## config.mk

```make
export PLATFORM = sky130hd
export DESIGN_NAME = mesi_isc_bcast_arbiter
export DESIGN_NICKNAME = d
export VERILOG_FILES = /design/src/rtl/mesi_isc_arb_pkg.sv /design/src/rtl/mesi_isc_rr_pick.sv /design/src/rtl/mesi_isc_bcast_arbiter.sv
export SDC_FILE = /design/constraint.sdc
export NUM_CORES = 1
export LEC_CHECK = 0
export BUFFER_PORTS_ARGS = -buffer_cell sky130_fd_sc_hd__buf_2
export CORE_AREA = 2 2 75 77
export DETAILED_ROUTE_END_ITERATION = 12
export DIE_AREA = 0 0 77 79
export PLACE_DENSITY = 0.78
export SLEW_MARGIN = 20
export SYNTH_ARGS = -nofsm -noshare
export SYNTH_HDL_FRONTEND = slang
export SYNTH_SLANG_ARGS = --single-unit
```

## constraint.sdc

```tcl
create_clock -name clk -period 3.8 [get_ports clk]
set_clock_uncertainty 0.1 [all_clocks]
set_input_delay 0.38 -clock clk [delete_from_list [all_inputs] [get_ports clk]]
set_output_delay 0.38 -clock clk [all_outputs]
set_load 0.01 [all_outputs]
```

## src/rtl/mesi_isc_arb_pkg.sv

```systemverilog
// Shared types and constants for the MESI ISC broadcast arbiter.
// Imported by the picker and the arbiter top.
package mesi_isc_arb_pkg;

    localparam int N_REQ = 4;
    localparam int ID_W  = 2;

    localparam logic [1:0] CMD_NOP = 2'd0;
    localparam logic [1:0] CMD_WR  = 2'd1;
    localparam logic [1:0] CMD_RD  = 2'd2;
    localparam logic [1:0] CMD_WB  = 2'd3;

    typedef enum logic [1:0] {
        IDLE,
        ISSUE,
        WAIT_DONE
    } state_t;

endpackage

```

## src/rtl/mesi_isc_rr_pick.sv

```systemverilog
// Rotating-priority picker: first set bit of mask scanning ptr, ptr+1, ...
// Purely combinational.
module mesi_isc_rr_pick
    import mesi_isc_arb_pkg::*;
(
    input  logic [N_REQ-1:0] mask,
    input  logic [ID_W-1:0]  ptr,
    output logic             found,
    output logic [ID_W-1:0]  idx
);

    logic [ID_W-1:0] cand;

    // Scan from the far end so the closest-to-ptr hit is written last.
    always_comb begin
        found = 1'b0;
        idx   = ptr;
        cand  = ptr;
        for (int i = N_REQ - 1; i >= 0; i--) begin
            cand = ptr + ID_W'(i);
            if (mask[cand]) begin
                found = 1'b1;
                idx   = cand;
            end
        end
    end

endmodule

```

## src/rtl/mesi_isc_bcast_arbiter.sv

```systemverilog
// Four-way arbiter onto the MESI inter-cache broadcast port.
// Round-robin with an aging override, one transaction in flight.
module mesi_isc_bcast_arbiter
    import mesi_isc_arb_pkg::*;
#(
    parameter int ADDR_W       = 4,
    parameter int CMD_W        = 2,
    parameter int STARVE_LIMIT = 16,
    parameter int DONE_TIMEOUT = 255
) (
    input  logic                    clk,
    input  logic                    rst,
    input  logic [N_REQ-1:0]        req_i,
    input  logic [N_REQ*CMD_W-1:0]  cmd_i,
    input  logic [N_REQ*ADDR_W-1:0] addr_i,
    output logic [N_REQ-1:0]        gnt_o,
    output logic                    bus_valid_o,
    output logic [CMD_W-1:0]        bus_cmd_o,
    output logic [ADDR_W-1:0]       bus_addr_o,
    output logic [ID_W-1:0]         bus_id_o,
    input  logic                    bus_ready_i,
    input  logic                    done_i,
    output logic [N_REQ-1:0]        starve_o,
    output logic                    err_o
);

    localparam int CNT_W = $clog2(STARVE_LIMIT + 1);

    state_t            state;
    state_t            state_nxt;
    logic [ID_W-1:0]   rr_ptr;
    logic [7:0]        tcnt;
    logic [CNT_W-1:0]  cnt [N_REQ];
    logic [CMD_W-1:0]  cmd_a [N_REQ];
    logic [ADDR_W-1:0] addr_a [N_REQ];
    logic [N_REQ-1:0]  elig;
    logic              s_found;
    logic              e_found;
    logic [ID_W-1:0]   s_idx;
    logic [ID_W-1:0]   e_idx;
    logic [ID_W-1:0]   win;
    logic              start;
    logic              finish;
    logic              busy;

    for (genvar k = 0; k < N_REQ; k++) begin : g_req
        assign cmd_a[k]    = cmd_i[k*CMD_W +: CMD_W];
        assign addr_a[k]   = addr_i[k*ADDR_W +: ADDR_W];
        assign elig[k]     = req_i[k] && (cmd_a[k] != '0);
        assign starve_o[k] = (cnt[k] == CNT_W'(STARVE_LIMIT));
    end

    mesi_isc_rr_pick u_pick_starve (
        .mask  (starve_o & elig),
        .ptr   (rr_ptr),
        .found (s_found),
        .idx   (s_idx)
    );

    mesi_isc_rr_pick u_pick_elig (
        .mask  (elig),
        .ptr   (rr_ptr),
        .found (e_found),
        .idx   (e_idx)
    );

    assign win         = s_found ? s_idx : e_idx;
    assign start       = (state == IDLE) && e_found;
    assign busy        = (state != IDLE);
    assign bus_valid_o = (state == ISSUE);

    always_comb begin
        state_nxt = state;
        finish    = 1'b0;
        err_o     = 1'b0;
        unique case (state)
            IDLE: begin
                if (e_found) state_nxt = ISSUE;
            end
            ISSUE: begin
                if (bus_ready_i) state_nxt = WAIT_DONE;
            end
            WAIT_DONE: begin
                if (done_i) begin
                    state_nxt = IDLE;
                    finish    = 1'b1;
                end else if (tcnt == 8'(DONE_TIMEOUT)) begin
                    state_nxt = IDLE;
                    finish    = 1'b1;
                    err_o     = 1'b1;
                end
            end
            default: state_nxt = IDLE;
        endcase
    end

    always_ff @(posedge clk) begin
        if (rst) begin
            state      <= IDLE;
            rr_ptr     <= '0;
            tcnt       <= '0;
            gnt_o      <= '0;
            bus_cmd_o  <= '0;
            bus_addr_o <= '0;
            bus_id_o   <= '0;
        end else begin
            state <= state_nxt;
            gnt_o <= '0;
            if (start) begin
                gnt_o      <= N_REQ'(1) << win;
                bus_id_o   <= win;
                bus_cmd_o  <= cmd_a[win];
                bus_addr_o <= addr_a[win];
            end
            if (state == ISSUE) tcnt <= '0;
            else if (state == WAIT_DONE) tcnt <= tcnt + 8'd1;
            if (finish) rr_ptr <= bus_id_o + ID_W'(1);
        end
    end

    // The in-flight winner neither ages nor clears while it holds its request.
    always_ff @(posedge clk) begin
        for (int k = 0; k < N_REQ; k++) begin
            if (rst) begin
                cnt[k] <= '0;
            end else if (!elig[k] || (start && win == ID_W'(k))) begin
                cnt[k] <= '0;
            end else if (!(busy && bus_id_o == ID_W'(k)) &&
                         cnt[k] != CNT_W'(STARVE_LIMIT)) begin
                cnt[k] <= cnt[k] + CNT_W'(1);
            end
        end
    end

endmodule

```

# Word level (Yosys, flattened, before mapping)
# Memory sizes are Yosys's and may differ from the RTL's.
# Index checks and enable logic that the tools add are counted.
word_totals:
  regBits: 24
  ram_bits: 20
  inputBits: 32
  out_inout_bits: 18
  elab_cells: 181
  mem_count: 1
classes:
  n_addsub: 9
  magnitude_cmp: 5
  eq_ne: 20
  shifts: 1
  mux: 87
  bitwise_logic: 11
  reduce_logical: 40
memory_table:
  columns: ["name", "depth", "width", "read_ports", "rd_ports_with_merged_regs", "wr", "line_no", "rtl"]
  rows:
  - ["cnt", 4, 5, 4, 0, 4, "mesi_isc_bcast_arbiter.sv:33", "logic [CNT_W-1:0] cnt [N_REQ];"]
op_table:
  columns: ["operator", "n"]
  rows:
  - ["1-bit two-way mux", 51]
  - ["5-bit two-way mux", 8]
  - ["2-bit two-way mux", 15]
  - ["5-bit by 1-bit adder with 5-bit output, second input constant", 4]
  - ["5-bit equality test, second input constant", 4]
  - ["5-bit inequality test, second input constant", 4]
  - ["1-bit logical AND", 17]
  - ["1-bit binary-select mux with 2-bit select", 8]
  - ["2-bit by 3-bit less-than comparator with 1-bit output, second input constant", 4]
  - ["2-bit equality test, second input constant", 5]
  - ["2-bit nonzero test", 5]
  - ["8-bit by 1-bit adder with 8-bit output, second input constant", 1]
  - ["4-bit binary-select mux with 2-bit select", 1]
  - ["8-bit equality test, second input constant", 1]
  - ["1-bit zero test", 8]
  - ["4-bit two-way mux", 2]
  - ["1-bit OR", 8]
  - ["2-bit by 1-bit equality test with 1-bit output, second input constant", 3]
  - ["2-bit zero test", 3]
  - ["2-bit one-hot mux with 3 select lines", 1]
  - ["2-bit by 1-bit adder with 2-bit output, second input constant", 2]
  - ["2-bit adder, second input constant", 2]
  - ["4-bit bitwise AND", 1]
  - ["2-bit binary-select mux with 2-bit select", 1]
  - ["10 further kinds", 14]

# Longest topological paths before layout
depth:
  ltp_word: 18
  depth_mapped: 11
  ltp_nobuf: 9

# Modules after synthesis
# A second synthesis with hierarchy kept.
hier_totals:
  hier_cells: 268
  area_unflattened_um2: 2572.5
modules_own_cells:
  columns: ["mod", "n_inst", "cells_each", "area_each_um2", "seq_area_each_um2"]
  rows:
  - ["mesi_isc_bcast_arbiter", 1, 236, 2372.3, 1081.0]
  - ["mesi_isc_rr_pick", 2, 16, 100.1, 0.0]

# Worst setup path after synthesis
# OpenSTA, ideal clock, no wires.
synth_path:
  kind: "reg-to-reg"
  start: "mem cnt[0][0] (netlist name)"
  end: "mem cnt[1][0] (netlist name) (enable)"
  setup_time_ns: 0.316
  arrival_ns: 2.234
  required_time_ns: 3.384
  slack_ns: 1.150
  path_stages_with_launch: 10
  n_path_buf: 1
  synth_period_minus_slack_ns: 2.650
  cell_sequence: "edfxtp_1 inv_1 ha_1 nor4bb_1 buf_4 a22oi_2 nand2_2 o311a_4 o41ai_2 nand2b_1"
synth_lines:
  columns: ["item", "line_no"]
  rows:
  - ["from (decl)", "mesi_isc_bcast_arbiter.sv:33"]

==> results.md <==
* Post_cts resized at 0
* FP Rows at 27
* Overall Global Routing Usage at a little over a fifth
* Max frequency at roughly 340 MHz
* Crit start category: flop
* Commonest non-fill, non-tap cells in the layout: 49 x buf_2, 24 x dfxtp_1, 20 x inv_1, 20 x edfxtp_1, 18 x nor2_1
* Multi-input combinational cell area at between 1500 and 2000 um2
* Data arrival time of the critical path at 2.84 ns
* Max stage delay on crit path at 0.62 ns
* Clock sinks at 44
* Detailed placer's ending HPWL at roughly 4.7 mm
* Min Tclk post-route at a little under 3 ns
* Hold Fails Final Rpt at 0
* Final non-filler cell total at about 400
* Nets at roughly 370
* Gate Count Post-Synth at between 200 and 300
* Drt wl/cell at around 15 um
* Sequential share of the synthesized area at about 38%
* Core Area at around 5300 um2
* Outcome: finished clean
* Initial Util at 53.75%
* Synth cell types at between 60 and 70
* Total global routing overflow at 0
* GPL Wtd Cong at between 0.9 and 1
* Commonest register cell after synthesis: dfxtp_1
* CP max stage cell: o41ai_2
* DRC at 0
* Cts bufs inserted at 5
* Root Buffer: clkbuf_8
* Hold_buf cts at 0
* Largest cells by area after synthesis: edfxtp_1 21%, dfxtp_1 17%, ha_1 5.7%
* Area growth, synth to finish at 13.65%
* Mean post-synth cell area at between 10 and 15 um2
* Worst slew margin at between 40 and 50%
* Clock Tree Buf Depth at 2
* Post-synth ARST share at 0%
* Largest area contributor in the netlist: edfxtp_1
* Max FO, Critical Path at 6
* Placed inst area at ~3200 um2
* Worst-Margin Slew at about 0.82 ns
* Worst-path cell chain: inv_1, ha_1, nor4bb_1, buf_4, a22oi_2, nand2_2, o311a_4, o41ai_2, nand2b_1
* Critical Path Start: cnt[0][0]
* Number of global-route vias before repair at 2,227
* Worst hold path type: in -> reg
* DR vias/cell at a little under 6
* Crit. End Element: flop
* Fin. max-slew vios at 0
* RSZ-0062 raised after global routing: no
* Sequential Area at around 1100 um2
* Vias at 2,316
* Final setup fails at 0
* Synth Warn # at 0
* Antenna Nets Post-Route at 0
* Global-route wire length before repair at around 10 mm
* Largest net degree at the start of global routing at 25
* WP data required at 3.69 ns
* Pwr dens at 350.6 nW/um2
* DR pass1 iterations at 4
* Detailed Route WL at 6.189 mm
* Peak supply drop at around 0.00024 V
* Share of layout cells above drive strength 1 at about a quarter
* Die area at 6083 um2
* Mapped Area at 2869 um2
* Setup_tns at 0 ns
* CTS tree: done
* Die span in y at about 80 um
* Postcts setup bufs at 0
* Clk slew on worst S/H paths at around 0.08 ns
* Number of flops mapped to enable cells by yosys at 20
* Proportion of netlist area held by the largest area contributor at a little over a fifth
* # IOs at 50
* Number of antenna violations at the first check in global routing at 0
* P_leak at ~1.2 nW
* Crit path kind: reg -> reg
* Port Buffers at 49
* # diodes at 0
* Max cap viols at 0
* Most common cell after layout, fill and taps aside: buf_2
* Die width at 77 um
* CTS H-tree lvls at 2
* Reg2Reg Launch Point: cnt[0][0]
* Synth Register Bits at 44
* Placed cell count at 394
* Mapped Nets at ~330
* Final Power at 1.143 mW
* Final-layout fill cell count at around 460
* Post-route design area at 3261 um2
* Final period util at between 70% and 80%
* Iteration-0 DRC Markers at 218
* Hold path start: bus_ready_i
* Clk_lat worst skew at just under 0.3 ns
state kept, by name, summed over array words and instances, names as in the netlist:
name and count:
bus_id_o 2, bus_cmd_o 2, state 2, bus_addr_o 4, gnt_o 4, cnt 20
rr_ptr 2, tcnt 8
report_power, final:
group | leakage, nW | total (mW) | internal (mW) | switching [mW]
Sequential | 0.439 | 0.552 | 0.524 | 0.0282
Combinational | 0.747 | 0.246 | 0.0985 | 0.147
Clock | 0.0532 | 0.345 | 0.191 | 0.154
layout make-up:
| class | count | area share, % |
|---|---|---|
| multi-input combinational | 205 | 50.19 |
| inverter | 21 | 2.417 |
| timing repair buffer | 52 | 8.212 |
| clock inverter | 3 | 1.151 |
| sequential | 44 | 33.15 |
| tap | 72 | 2.763 |
| clock buffer | 5 | 2.111 |
per-layer routing:
metal	GRT usage (%)	routed length (um)
met4	7.679	108
met3	3.636	383
met2	34.74	2819
met1	28.70	2878
met5	0	0
path summary, 6_finish.rpt:
path / cells after the start / endpoint / slack (ns)
setup / recovery: 9 / cnt[1][1] / 0.84
hold / removal: 3 / state[1] / 0.26
setup reg to reg: 9 / cnt[1][1] / 0.84
hold reg to reg: 2 / tcnt[6] / 0.39
cells in the mapped netlist (2+ instances only):
cell type / number
buf_2: 3
edfxtp_1: 20
nand2_1: 14
nor3_1: 8
nor2b_1: 4
ha_1: 13
a211o_1: 4
nand4bb_4: 2
a21oi_1: 6
nand2b_1: 7
and3_1: 2
nand4b_1: 2
clkbuf_1: 6
a22oi_1: 2
nand3_1: 10
mux2i_1: 13
dfxtp_1: 24
a31oi_1: 2
nand3b_1: 8
xnor2_1: 6
o21ai_1: 4
a2111oi_2: 4
a211oi_1: 3
nor2_1: 18
o311ai_0: 2
o21a_2: 2
o21ai_0: 5
or4_1: 2
xor2_1: 10
a2111oi_1: 8
a2111oi_0: 3
o221ai_1: 6
buf_6: 3
nand4_1: 2
or3_1: 3
nor4_1: 2
or2_2: 2
inv_1: 20
through the flow:
step                utilization [%]  worst slack [ns]  hold slack (ns)
finish                        61.09            0.8432           0.2551
global placement              59.10            0.9551           0.3709
floorplan                         -             1.150           0.3570
CTS                           61.09            0.8576           0.2491
detailed placement            59.10            0.8724           0.3823
global route                  61.09            0.6364           0.2558
worst max-delay path: cells and delay by family (launching register included):
kind / cells / cell delay, ns
AO/OA/AOI/OAI: 3 / 1.16
AND/OR/NAND/NOR: 3 / 0.55
adder cells (fa/ha/maj): 1 / 0.18
flip-flops: 1 / 0.41
buffers and inverters: 2 / 0.24
logic make-up after synthesis:
| family | count (synthesis) | share of synthesized area [%] |
|---|---|---|
| simple gates | 95 | 20.54 |
| flops | 44 | 37.68 |
| mux | 14 | 4.928 |
| buf+inv | 34 | 5.495 |
| compound gates | 67 | 20.80 |
| fa+ha+maj | 13 | 5.670 |
| xor+xnor | 16 | 4.884 |
No activity file was read; power rests on OpenSTA's default activity.
